===== config.mk =====
export PLATFORM = sky130hd
export DESIGN_NAME = wash_cycle_timer_flat
export DESIGN_NICKNAME = d
export VERILOG_FILES = /design/src/rtl/wash_cycle_timer_if.sv /design/src/rtl/wash_cycle_timer.sv /design/src/flat_wrapper.sv
export SDC_FILE = /design/constraint.sdc
export NUM_CORES = 1
export LEC_CHECK = 0
export ABC_AREA = 1
export BUFFER_PORTS_ARGS = -buffer_cell sky130_fd_sc_hd__buf_2
export CORE_AREA = 2 2 75 77
export DETAILED_ROUTE_END_ITERATION = 7
export DIE_AREA = 0 0 77 79
export PLACE_DENSITY = 0.73
export SYNTH_ARGS = -nofsm -noshare
export SYNTH_HDL_FRONTEND = slang
export SYNTH_SLANG_ARGS = --single-unit

===== constraint.sdc =====
create_clock -name clock -period 2.19 [get_ports clock]
set_clock_uncertainty 0.1 [all_clocks]
set_input_delay 0.1095 -clock clock [delete_from_list [all_inputs] [get_ports clock]]
set_output_delay 0.1095 -clock clock [all_outputs]
set_load 0.02 [all_outputs]

===== src/rtl/wash_cycle_timer_if.sv =====
`default_nettype none
// ============================================================================
// Module      : wash_cycle_timer_if
// Description : Command/status bundle between the washing-machine controller
//               and the plant-side wash cycle timer.
// Revision    : 1.0 - initial release
// ============================================================================
interface wash_cycle_timer_if;
  // one-hot operation commands from the controller
  logic       fill_Water_Operation;
  logic       heat_Water_Operation;
  logic       wash_Operation;
  logic       rinse_Operation;
  logic       spin_Operation;
  // plant health inputs gating fill/heat progress
  logic       water_Supply_Ok;
  logic       heater_Ok;
  // status returned to the controller
  logic       sig_Full;
  logic       sig_Temperature;
  logic       sig_Wash_Completed;
  logic       sig_Rinse_Completed;
  logic       sig_Spin_Completed;
  logic       sig_Time_Out;
  logic       cmd_Error;
  logic [2:0] phase;

  // controller side: drives commands and health, observes status
  modport master (
    output fill_Water_Operation, heat_Water_Operation, wash_Operation,
           rinse_Operation, spin_Operation, water_Supply_Ok, heater_Ok,
    input  sig_Full, sig_Temperature, sig_Wash_Completed, sig_Rinse_Completed,
           sig_Spin_Completed, sig_Time_Out, cmd_Error, phase
  );

  // plant side: the timer itself
  modport slave (
    input  fill_Water_Operation, heat_Water_Operation, wash_Operation,
           rinse_Operation, spin_Operation, water_Supply_Ok, heater_Ok,
    output sig_Full, sig_Temperature, sig_Wash_Completed, sig_Rinse_Completed,
           sig_Spin_Completed, sig_Time_Out, cmd_Error, phase
  );
endinterface
`default_nettype wire


===== src/rtl/wash_cycle_timer.sv =====
`default_nettype none
// ============================================================================
// Module      : wash_cycle_timer
// Description : Plant-side responder for the washing-machine controller.
//               Tracks the commanded phase, counts progress toward each
//               phase target and runs a watchdog over fill/heat.
// Revision    : 1.0 - initial release
// ============================================================================
module wash_cycle_timer #(
  parameter int unsigned FILL_CYCLES    = 8,
  parameter int unsigned HEAT_CYCLES    = 12,
  parameter int unsigned WASH_CYCLES    = 16,
  parameter int unsigned RINSE_CYCLES   = 10,
  parameter int unsigned SPIN_CYCLES    = 6,
  parameter int unsigned TIMEOUT_CYCLES = 20,
  parameter int unsigned CNT_WIDTH      = 16
) (
  input  wire logic          clock,
  input  wire logic          reset_n,
  wash_cycle_timer_if.slave  bus
);

  // Phase codes match the controller's state encoding for the same operation.
  typedef enum logic [2:0] {
    PH_IDLE  = 3'd0,
    PH_FILL  = 3'd2,
    PH_HEAT  = 3'd3,
    PH_WASH  = 3'd4,
    PH_RINSE = 3'd5,
    PH_SPIN  = 3'd6,
    PH_ERR   = 3'd7
  } phase_t;

  localparam logic [CNT_WIDTH-1:0] c_fill_target  = CNT_WIDTH'(FILL_CYCLES);
  localparam logic [CNT_WIDTH-1:0] c_heat_target  = CNT_WIDTH'(HEAT_CYCLES);
  localparam logic [CNT_WIDTH-1:0] c_wash_target  = CNT_WIDTH'(WASH_CYCLES);
  localparam logic [CNT_WIDTH-1:0] c_rinse_target = CNT_WIDTH'(RINSE_CYCLES);
  localparam logic [CNT_WIDTH-1:0] c_spin_target  = CNT_WIDTH'(SPIN_CYCLES);
  localparam logic [CNT_WIDTH-1:0] c_timeout      = CNT_WIDTH'(TIMEOUT_CYCLES);

  phase_t               r_phase;
  phase_t               w_phase_next;
  logic [CNT_WIDTH-1:0] r_count;
  logic [CNT_WIDTH-1:0] w_count_next;
  logic [CNT_WIDTH-1:0] r_wdog;
  logic [CNT_WIDTH-1:0] w_wdog_next;
  logic [CNT_WIDTH-1:0] w_target;
  logic                 w_advance;
  logic                 w_guarded;
  logic                 w_changed;
  logic [4:0]           w_cmd;
  logic                 w_full;
  logic                 w_temp;

  assign w_cmd = {bus.spin_Operation, bus.rinse_Operation, bus.wash_Operation,
                  bus.heat_Water_Operation, bus.fill_Water_Operation};

  // Phase register: follows the sampled commands every edge.
  always_ff @(posedge clock or negedge reset_n) begin
    if (!reset_n) r_phase <= PH_IDLE;
    else          r_phase <= w_phase_next;
  end

  // Next phase decode: none -> idle, one-hot -> that phase, several -> error.
  always_comb begin
    w_phase_next = PH_ERR;
    case (w_cmd)
      5'b00000: w_phase_next = PH_IDLE;
      5'b00001: w_phase_next = PH_FILL;
      5'b00010: w_phase_next = PH_HEAT;
      5'b00100: w_phase_next = PH_WASH;
      5'b01000: w_phase_next = PH_RINSE;
      5'b10000: w_phase_next = PH_SPIN;
      default:  w_phase_next = PH_ERR;
    endcase
  end

  // Per-phase target, progress enable and watchdog coverage for the current phase.
  always_comb begin
    w_target  = '0;
    w_advance = 1'b0;
    w_guarded = 1'b0;
    case (r_phase)
      PH_FILL:  begin w_target = c_fill_target;  w_advance = bus.water_Supply_Ok; w_guarded = 1'b1; end
      PH_HEAT:  begin w_target = c_heat_target;  w_advance = bus.heater_Ok;       w_guarded = 1'b1; end
      PH_WASH:  begin w_target = c_wash_target;  w_advance = 1'b1; end
      PH_RINSE: begin w_target = c_rinse_target; w_advance = 1'b1; end
      PH_SPIN:  begin w_target = c_spin_target;  w_advance = 1'b1; end
      default:  begin w_target = '0;             w_advance = 1'b0; end
    endcase
  end

  // Counter updates: any phase change restarts both counters from zero;
  // otherwise they climb and saturate at their limits.
  always_comb begin
    w_changed    = (w_phase_next != r_phase);
    w_count_next = r_count;
    w_wdog_next  = r_wdog;
    if (w_changed) begin
      w_count_next = '0;
      w_wdog_next  = '0;
    end else begin
      if (w_advance && (r_count != w_target)) w_count_next = r_count + 1'b1;
      if (w_guarded && (r_wdog != c_timeout)) w_wdog_next  = r_wdog + 1'b1;
    end
  end

  // Progress and watchdog counter registers.
  always_ff @(posedge clock or negedge reset_n) begin
    if (!reset_n) begin
      r_count <= '0;
      r_wdog  <= '0;
    end else begin
      r_count <= w_count_next;
      r_wdog  <= w_wdog_next;
    end
  end

  // Status outputs decoded purely from registered state.
  assign w_full = (r_phase == PH_FILL) && (r_count == c_fill_target);
  assign w_temp = (r_phase == PH_HEAT) && (r_count == c_heat_target);

  assign bus.sig_Full            = w_full;
  assign bus.sig_Temperature     = w_temp;
  assign bus.sig_Wash_Completed  = (r_phase == PH_WASH)  && (r_count == c_wash_target);
  assign bus.sig_Rinse_Completed = (r_phase == PH_RINSE) && (r_count == c_rinse_target);
  assign bus.sig_Spin_Completed  = (r_phase == PH_SPIN)  && (r_count == c_spin_target);
  // Completion takes priority over time-out within the same phase.
  assign bus.sig_Time_Out        = (r_wdog == c_timeout) &&
                                   (((r_phase == PH_FILL) && !w_full) ||
                                    ((r_phase == PH_HEAT) && !w_temp));
  assign bus.cmd_Error           = (r_phase == PH_ERR);
  assign bus.phase               = r_phase;

endmodule
`default_nettype wire

===== src/flat_wrapper.sv =====
// flat-port wrapper written by rule: the top's interface ports become plain ports
module wash_cycle_timer_flat 
#(
  parameter int unsigned FILL_CYCLES    = 8,
  parameter int unsigned HEAT_CYCLES    = 12,
  parameter int unsigned WASH_CYCLES    = 16,
  parameter int unsigned RINSE_CYCLES   = 10,
  parameter int unsigned SPIN_CYCLES    = 6,
  parameter int unsigned TIMEOUT_CYCLES = 20,
  parameter int unsigned CNT_WIDTH      = 16
)
  (clock, reset_n, bus_fill_Water_Operation, bus_heat_Water_Operation, bus_wash_Operation, bus_rinse_Operation, bus_spin_Operation, bus_water_Supply_Ok, bus_heater_Ok, bus_sig_Full, bus_sig_Temperature, bus_sig_Wash_Completed, bus_sig_Rinse_Completed, bus_sig_Spin_Completed, bus_sig_Time_Out, bus_cmd_Error, bus_phase);
  wash_cycle_timer_if bus_i ();
  input  wire logic clock;
  input  wire logic reset_n;
  input wire logic [$bits(bus_i.fill_Water_Operation)-1:0] bus_fill_Water_Operation;
  input wire logic [$bits(bus_i.heat_Water_Operation)-1:0] bus_heat_Water_Operation;
  input wire logic [$bits(bus_i.wash_Operation)-1:0] bus_wash_Operation;
  input wire logic [$bits(bus_i.rinse_Operation)-1:0] bus_rinse_Operation;
  input wire logic [$bits(bus_i.spin_Operation)-1:0] bus_spin_Operation;
  input wire logic [$bits(bus_i.water_Supply_Ok)-1:0] bus_water_Supply_Ok;
  input wire logic [$bits(bus_i.heater_Ok)-1:0] bus_heater_Ok;
  output wire logic [$bits(bus_i.sig_Full)-1:0] bus_sig_Full;
  output wire logic [$bits(bus_i.sig_Temperature)-1:0] bus_sig_Temperature;
  output wire logic [$bits(bus_i.sig_Wash_Completed)-1:0] bus_sig_Wash_Completed;
  output wire logic [$bits(bus_i.sig_Rinse_Completed)-1:0] bus_sig_Rinse_Completed;
  output wire logic [$bits(bus_i.sig_Spin_Completed)-1:0] bus_sig_Spin_Completed;
  output wire logic [$bits(bus_i.sig_Time_Out)-1:0] bus_sig_Time_Out;
  output wire logic [$bits(bus_i.cmd_Error)-1:0] bus_cmd_Error;
  output wire logic [$bits(bus_i.phase)-1:0] bus_phase;
  assign bus_i.fill_Water_Operation = bus_fill_Water_Operation;
  assign bus_i.heat_Water_Operation = bus_heat_Water_Operation;
  assign bus_i.wash_Operation = bus_wash_Operation;
  assign bus_i.rinse_Operation = bus_rinse_Operation;
  assign bus_i.spin_Operation = bus_spin_Operation;
  assign bus_i.water_Supply_Ok = bus_water_Supply_Ok;
  assign bus_i.heater_Ok = bus_heater_Ok;
  assign bus_sig_Full = bus_i.sig_Full;
  assign bus_sig_Temperature = bus_i.sig_Temperature;
  assign bus_sig_Wash_Completed = bus_i.sig_Wash_Completed;
  assign bus_sig_Rinse_Completed = bus_i.sig_Rinse_Completed;
  assign bus_sig_Spin_Completed = bus_i.sig_Spin_Completed;
  assign bus_sig_Time_Out = bus_i.sig_Time_Out;
  assign bus_cmd_Error = bus_i.cmd_Error;
  assign bus_phase = bus_i.phase;
  wash_cycle_timer #(.FILL_CYCLES(FILL_CYCLES), .HEAT_CYCLES(HEAT_CYCLES), .WASH_CYCLES(WASH_CYCLES), .RINSE_CYCLES(RINSE_CYCLES), .SPIN_CYCLES(SPIN_CYCLES), .TIMEOUT_CYCLES(TIMEOUT_CYCLES), .CNT_WIDTH(CNT_WIDTH)) u_core (.clock(clock), .reset_n(reset_n), .bus(bus_i));
endmodule

### After elaboration in Yosys (flattened, before gate mapping)

Cells that the tools add are included.

* register bits after elaboration: 35
* output and inout port bits: 10

* add/subtract/negate cells: 2
* eq/ne operators: 20
* multiplexer cells: 8
* reductions and logical operators: 18

Operators by type and width (count)
* 16-bit 2-to-1 mux: 4
* 16-bit by 4-bit == test with 1-bit output, second input constant: 3
* 16-bit by 1-bit adder with 16-bit output, second input constant: 2
* 16-bit by 5-bit == test with 1-bit output, second input constant: 2
* 5-bit case mux with 5 select lines: 1
* 3-bit case mux with 6 select lines: 1
* 16-bit by 3-bit == test with 1-bit output, second input constant: 1
* 16-bit by 5-bit inequality test with 1-bit output: 1
* 16-bit by 5-bit inequality test with 1-bit output, second input constant: 1
* 3-bit == test, second input constant: 4
* 1-bit logical AND: 10
* 3-bit by 2-bit == test with 1-bit output, second input constant: 2
* 5-bit by 1-bit == test with 1-bit output, second input constant: 1
* 5-bit by 2-bit == test with 1-bit output, second input constant: 1
* 5-bit by 3-bit == test with 1-bit output, second input constant: 1
* 5-bit by 4-bit == test with 1-bit output, second input constant: 1
* 5-bit == test, second input constant: 1
* 5-bit zero test: 1
* 2-bit nonzero test: 2
* 3-bit inequality test: 1
* 1-bit case mux with 3 select lines: 1
* 3-bit OR reduction: 1
* 1-bit zero test: 2
* 2-bit OR reduction: 1
* 2 further kinds: 2

### Depth between registers and ports, before layout

Gate-level depths: netlist (run 1).

* depth in word-level cells: 6
* mapped depth: 12
* depth with buffers taken out: 11

### Least setup slack after synthesis (run 1)

Ideal clock, no wire load.

* path kind: register to register
* start point: register u_core.r_phase[2], in the netlist u_core.bus.phase[2]
* end point: register u_core.r_count[5]
* setup time: 0.118 ns
* arrival: 1.581 ns
* path slack: 0.392 ns
* cell stages (with the launch flop): 12
* path buffers: 1
* clock period less this slack: 1.798 ns
* cells stage by stage: dfrtp_1 inv_2 nand3_2 nand3_2 nor2_1 nor2_1 nand3_4 nand2_8 inv_6 buf_8 nand3_2 nand2_1

* longest elaborated chain between the ends: 5
* elaborated cells between the ends (all ways): 13
* those cells by class: eq/ne (7); mux (3); reduce/logical (3)

Ends and longest elaborated chain
* from (decl): line wash_cycle_timer.sv:41 `phase_t r_phase;`
* from (signal assigned): line wash_cycle_timer.sv:61 `else r_phase <= w_phase_next;`
* 3-bit == test or 3-bit by 2-bit == test with 1-bit output (tied branches): line wash_cycle_timer.sv:83 `case (r_phase)`
* 5-bit case mux with 5 select lines or 3-bit OR reduction (tied branches)
* 16-bit by 5-bit inequality test with 1-bit output or 1-bit case mux with 3 select lines (tied branches): line wash_cycle_timer.sv:103, wash_cycle_timer.sv:83
* 1-bit logical AND: line wash_cycle_timer.sv:103 `if (w_advance && (r_count != w_target)) w_count_next = r_count + 1'b1;`
* 2-bit nonzero test (no source line)
* to (signal assigned): line wash_cycle_timer.sv:114 `r_count <= w_count_next;`
* to (decl): line wash_cycle_timer.sv:43 `logic [CNT_WIDTH-1:0] r_count;`

Parallel ways exist; a longest one is shown, timed or not.
A chain may end at the register's enable or synchronous reset.

### Final worst setup path (run 1)

* start point: register u_core.r_count[13]
* end point: output port bus_sig_Rinse_Completed

* longest elaborated chain between the ends: 2

Ends and longest elaborated chain
* 16-bit by 4-bit == test with 1-bit output: line wash_cycle_timer.sv:126 `assign bus.sig_Rinse_Completed = (r_phase == PH_RINSE) && (r_count == c_rinse_target);`
* 1-bit logical AND: line wash_cycle_timer.sv:126
* to (decl): line flat_wrapper.sv:26 `output wire logic [$bits(bus_i.sig_Rinse_Completed)-1:0] bus_sig_Rinse_Completed;`

Every way passes these cells.

==> out/results.tsv, run 1 <==
stage	metric	value	unit
route	vias	2546	
cells_and_area	final_cell_mix	nand2_1, nor2_1, nand3_1	
run_status	outcome	complete, no violations	
route	dr.first_iter.drc_count	171	
floorplan	dieArea	6080	um2
cells_and_area	layout_commonest_cell	nand2_1	
run	max_cap_viol_count	0	
timing	timing.hold.ws	35.3	ps
setup_path	cp_max_fo	5	
floorplan	start_util	52.3	%
cells_and_area	nNetsFinal	429	
setup_path	required	1980	ps
route	drc	0	
grt	grt_max_degree	43	
route	wl_per_cell	12.2	um
synthesis	synth.distinct_cells	32	
cells_and_area	area_growth	9.23	%
placement	dpl_cell_area	2910	um2
synthesis	syn-cell-area	2790	um2
setup_path	cp.arrival	1770	ps
setup_path	critPathTopFamily	simple AND/OR/NAND/NOR gates	
clock_tree	clockBufferDepth	2	
timing	period_share	90.4	%
setup_path	cp.buffers_inverters	1	
timing	hold_viol	0	
grt	track_usage	21.2	%
clock_tree	cts_tree	yes	
setup_path	cp_slowest_stage_delay	440	ps
setup_path	end_kind	output port	
synthesis	yosysTopAreaCellShare	31.4	%
route	firstDrtPassIters	4	
timing	maxSlewHeadroom	48.2	%
clock_tree	clk_pin_slew	80	ps
cells_and_area	fillers	536	
clock_tree	cts_num_sinks	35	
grt	grt_pass1_vias	2384	
synthesis	synth_area_per_cell	7.03	um2
setup_path	path_class	reg -> out	
grt	grt_pass1_wl	10.5	mm
timing	rsz0062_at_grt	false	
cells_and_area	antenna_cells	0	
placement	place_congestion	0.898	
timing	fin_crit	1980	ps
synthesis	ys.warnings.count	0	
pwr	power_density	531	nW/um2
cells_and_area	drive_gt1_share	15.9	%
synthesis	synthCells	397	
grt	antenna_found_initial	0	
pwr	vdd_drop_max	0.545	mV
timing	worst_slew_pin_slew	777	ps
synthesis	synth_seq_area_share	31.4	%
clock_tree	clk_latency	290	ps
synthesis	synth_nets	411	
synthesis	synth.area.top_cells	dfrtp_1, nand2_1, nand3_1	
route	vias_per_cell	5.22	
timing	timing.fmax	0.505	GHz
timing	finalSetupTns	0	ps
setup_path	crit_chain	nor2_1, nand2_1, nor2_1, nand2_1, nor2_2, nand3_1, nor3b_2, buf_2	
timing	setup_viol	0	
clock_tree	cts_buffers	5	
setup_path	start_kind	register	
route	wirelength	5.97	mm
floorplan	die_x	77	um
grt	overflow	0	
clock_tree	htreeDepth	2	
placement	portBuffers	18	
floorplan	rows	27	
timing	slew_violations	0	
pwr	leakagePower	1.52	nW
cells_and_area	postLayoutCellArea	3050	um2
hold_path	hp-class	in -> reg	
clock_tree	post-cts-setup-buffer-count	0	
clock_tree	cts-root-buf	clkbuf_8	
placement	dp_hpwl	4.53	mm
route	final_antenna_net_count	0	
floorplan	coreArea	5340	um2
synthesis	synth-seq-cells	35	
floorplan	die_h	79	um
floorplan	io_pins	19	
synthesis	yosysTopAreaCell	dfrtp_1	
setup_path	cpMaxStageDelayCell	dfrtp_1	
[metrics by stage]
| step | setup WS (ps) | util (%) | power (W) | instances |
|---|---|---|---|---|
| 2_1_floorplan | 392 | - | 0.000961 | 397 |
| 3_3_place_gp | 360 | 54.6 | 0.00101 | 479 |
| 3_5_place_dp | 339 | 54.6 | 0.00102 | 479 |
| 4_1_cts | 109 | 57.0 | 0.00164 | 488 |
| 5_1_grt | 25.8 | 57.1 | 0.00170 | 488 |
| 6_report | 211 | 57.1 | 0.00162 | 488 |
[sequential cells by signal, indices dropped and copies added, names as in the netlist]
signal / flops
u_core.bus.phase: 3
u_core.r_count: 16
u_core.r_wdog: 16
[worst paths after layout]
kind / start / endpoint / slack (ps) / cells after the start
setup / recovery: u_core.r_count[13] / bus_sig_Rinse_Completed / 210 / 8
min in group asynchronous: reset_n / u_core.r_count[8] / 330 / 2
max in group asynchronous: reset_n / u_core.bus.phase[0] / 1160 / 2
hold reg to reg: u_core.r_count[15] / u_core.r_count[15] / 470 / 2
setup reg to reg: u_core.r_count[13] / u_core.r_count[10] / 350 / 10
hold / removal: bus_rinse_Operation / u_core.bus.phase[2] / 40 / 3
[worst min-delay path, stage by stage]
cell and delay [ps]:
buf_2 120, nor2_4 50, nand3_2 90
[what timing repair did]
action                     4_1_cts  5_1_grt
gates resized for setup          0        2
setup endpoints to repair        0        1
hold endpoints to repair        35        0
hold buffers                     1        0
[synth_stat cells, drive strengths merged]
cell / count
nand2: 93
nor3: 10
dfrtp: 35
nor3b: 3
a21oi: 7
ha: 5
buf: 8
clkinv: 2
clkbuf: 2
xor2: 19
nand3b: 4
nand3: 71
xnor2: 1
inv: 49
or2: 1
nor2: 68
nand4: 14
nor4b: 1
and2: 1
nor4: 3
[report_power, final]
group,total [W],internal [W],switching (W)
registers,0.000672,0.000656,0.0000158
clock network,0.000617,0.000369,0.000249
logic,0.000330,0.0000971,0.000233
[routing by layer]
| layer | up-vias | GRT usage, % | part of all wire, % |
|---|---|---|---|
| li1 | 1316 | - | - |
| met1 | 1194 | 26.9 | 46 |
| met2 | 32 | 36.8 | 51 |
| met3 | 4 | 4.77 | 2.9 |
| met4 | 0 | 5.36 | 0.44 |
| met5 | - | 0 | 0 |
[cell families (layout without fill, tap and decap cells)]
kind of cell             Yosys count  count (layout)  share of synthesized area, %
XOR/XNOR                          20              20                          6.28
flip-flops                        35              35                          31.4
AND/OR/NAND/NOR                  269             269                          48.8
AO/OA/AOI/OAI                      7               7                          1.25
buffers and inverters             61              80                          10.1
adder cells (fa/ha/maj)            5               5                          2.24
[final cells by class]
class	instances	area [um2]	share of cell area [%]
multi-input cells	301	1640	53.8
flip-flops and latches	35	876	28.7
inverters	51	196	6.44
repair buffers	21	128	4.19
well taps	72	90.1	2.95
clock buffers	6	82.6	2.71
clock inverters	2	35.0	1.15
Power figures use the tool's default switching activity.
==> inputs of run 2 (changes only) <==
--- a/config.mk
+++ b/config.mk
@@ -7,9 +7,9 @@
 export LEC_CHECK = 0
 export ABC_AREA = 1
 export BUFFER_PORTS_ARGS = -buffer_cell sky130_fd_sc_hd__buf_2
-export CORE_AREA = 2 2 75 77
+export CORE_AREA = 3 3 76 78
 export DETAILED_ROUTE_END_ITERATION = 7
-export DIE_AREA = 0 0 77 79
+export DIE_AREA = 0 0 79 81
 export PLACE_DENSITY = 0.73
 export SYNTH_ARGS = -nofsm -noshare
 export SYNTH_HDL_FRONTEND = slang
==> constraint.sdc (replaced) <==
create_clock -name clock -period 2.27 [get_ports clock]
set_clock_uncertainty 0.1 [all_clocks]
set_input_delay 0.1135 -clock clock [delete_from_list [all_inputs] [get_ports clock]]
set_output_delay 0.1135 -clock clock [all_outputs]
set_load 0.02 [all_outputs]
==> run 2 against run 1 <==
Effect of this change:
- clock-buffer cell count up 2
- total power down 9.6%
- cell count down 0.41%
- first-iteration DRC count fell by 23%
- sequential share of layout area rose by 0.26 points
- clock power is 20% lower
- highest routed layer unchanged
- critical path depth is the same
- largest power group unchanged
- wire length up 1.6%
- combinational power decreased by 3%
- utilization is 1.7 points higher
- die area rose by 5.2%
==> out/results.tsv, run 2 (synthesis results as in run 1) <==
stage	metric	value	unit	change
setup_path	start_kind	register		
hold_path	hp-class	in -> reg		
setup_path	worstReg2RegEnd	u_core.r_count[11]		
clock_tree	cts_num_sinks	35		unchanged
route	wl_per_cell	12.5	um	+2.1%
route	drc	0		unchanged
run	max_cap_viol_count	0		unchanged
timing	setup_viol	0		unchanged
floorplan	start_util	54.3	%	+2.0 points
run_status	outcome	complete, no violations		
timing	fin_crit	2050	ps	
cells_and_area	antenna_cells	0		unchanged
pwr	combPwrFrac	21.8	%	+1.4 points
clock_tree	htreeDepth	2		unchanged
floorplan	coreArea	5140	um2	-3.7%
clock_tree	post_cts_resized	0		unchanged
floorplan	die_h	81	um	+2.5%
grt	overflow	0		unchanged
clock_tree	clk_pin_slew	70	ps	about the same
clock_tree	cts_tree	yes		
pwr	vdd_drop_max	0.678	mV	+24%
timing	slew_violations	0		unchanged
timing	hold_viol	0		unchanged
cells_and_area	drive_gt1_share	15.1	%	-0.72 points
grt	grt_max_degree	43		unchanged
cells_and_area	area_growth	8.25	%	
setup_path	end_kind	output port		
timing	period_share	90.5	%	
timing	finalSetupTns	0	ps	unchanged
floorplan	rows	26		-3.7%
cells_and_area	layout_commonest_cell	nand2_1		
setup_path	required	2060	ps	+80 ps
clock_tree	post-cts-setup-buffer-count	0		unchanged
setup_path	path_class	reg -> out		
pwr	leakagePower	1.51	nW	-0.70%
setup_path	crit_path_start	u_core.r_count[13]		
pwr	power.share.clock	33.8	%	-4.3 points
setup_path	r2r_slack	390	ps	+40 ps
route	final_antenna_net_count	0		unchanged
pwr	power_density	485	nW/um2	-8.8%
cells_and_area	fillers	507		-5.4%
cells_and_area	fin_util	58.8	%	+1.7 points
setup_path	reg2regPathDepth	10		unchanged
clock_tree	cts_buffers	5		unchanged
route	firstDrtPassIters	4		unchanged
floorplan	io_pins	19		unchanged
pwr	p_int	0.00100	W	-11%
timing	rsz0062_at_grt	false		
pwr	seqPwrFrac	44.3	%	+2.8 points
pwr	power_switching_share	31.4	%	+0.71 points
timing	worst_slew_pin_slew	808	ps	+31.0 ps
route	vias_per_cell	5.16		-1.0%
cells_and_area	nNetsFinal	429		unchanged
grt	grt_pass1_wl	10.6	mm	+0.52%
floorplan	die_x	79	um	+2.6%
clock_tree	hold_buffers	1		unchanged
placement	place_congestion	0.882		-1.7%
pwr	switchingPower	0.000460	W	-7.5%
route	wirelength	6.06	mm	+1.6%
grt	grt_pass1_vias	2386		+0.084%
clock_tree	clockBufferDepth	2		unchanged
placement	portBuffers	18		unchanged
timing	maxSlewHeadroom	46.1	%	-2.1 points
clock_tree	cts-root-buf	clkbuf_8		
grt	antenna_found_initial	0		unchanged
timing	timing.fmax	0.487	GHz	
grt	track_usage	20.7	%	-0.53 points
floorplan	dieArea	6400	um2	+5.2%
route	dr.first_iter.drc_count	131		-23%
setup_path	crit_path_end	bus_sig_Rinse_Completed		
route	vias	2509		-1.5%
clock_tree	clk_latency	290	ps	about the same
placement	dp_hpwl	4.52	mm	about the same
setup_path	cp.arrival	1840	ps	+70 ps
cells_and_area	final_cell_mix	nand2_1, nor2_1, nand3_1		
setup_path	cp_max_fo	5		unchanged
setup_path	r2r_start	u_core.r_count[13]		
run 2: changes by cell type in the layout (fill, tap and decap cells not counted), sizes merged:
cell    delta
clkbuf     +2
bufinv     -1
clkinv     -1
run 2: per-layer routing:
layer | global-route usage [%] | vias up | share of wire, %
met1 | 26.0 | 1156 | 46
met3 | 3.55 | 13 | 2.6
met2 | 35.6 | 33 | 50
met4 | 8.08 | 0 | 1.9
met5 | 0 | - | 0
li1 | - | 1307 | -
run 2: final cells by class:
| class | count | area [um2] | area share, % |
|---|---|---|---|
| sequential | 35 | 876 | 29.0 |
| inverter | 51 | 196 | 6.50 |
| timing repair buffer | 21 | 128 | 4.22 |
| clock buffer | 8 | 100 | 3.31 |
| multi-input combinational | 301 | 1630 | 54.1 |
| tap | 70 | 87.6 | 2.90 |
run 2: power by group through the flow:
stage | clock network [W] | registers, W | logic, W
2_1_floorplan | 0 | 0.000662 | 0.000265
3_3_place_gp | 0 | 0.000660 | 0.000315
3_5_place_dp | 0 | 0.000660 | 0.000321
4_1_cts | 0.000510 | 0.000649 | 0.000322
5_1_grt | 0.000539 | 0.000650 | 0.000356
6_report | 0.000495 | 0.000649 | 0.000320
run 2: worst min-delay path by stage:
stage / from / end / slack (ps) / cells past startpoint
finish: bus_heat_Water_Operation / u_core.bus.phase[2] / 50 / 3
detailed placement: reset_n / u_core.r_count[8] / 150 / 1
floorplan: reset_n / u_core.bus.phase[0] / -280 / 0
CTS: bus_rinse_Operation / u_core.bus.phase[2] / 40 / 3
global route: bus_rinse_Operation / u_core.bus.phase[2] / 50 / 3
global placement: reset_n / u_core.r_count[8] / 140 / 1
run 2: per-stage QoR:
stage                     area [um2]  hold WS (ps)  std cells  power [W]  setup slack [ps]
after floorplan                 2790          -282        397   0.000927               472
after global placement          2910           140        477   0.000975               426
after detailed placement        2910           148        477   0.000981               384
after CTS                       3020          40.1        486    0.00148               205
after global routing            3020          45.9        486    0.00155              44.7
final                           3020          48.4        486    0.00146               215
run 2: critical path: stages, from the launching register on:
cell and delay [ps]:
dfrtp_1 440, nor2_1 140, nand2_1 60, nor2_1 160
nand2_1 120, nor2_1 180, nand3_1 90, nor3b_1 170
buf_2 190
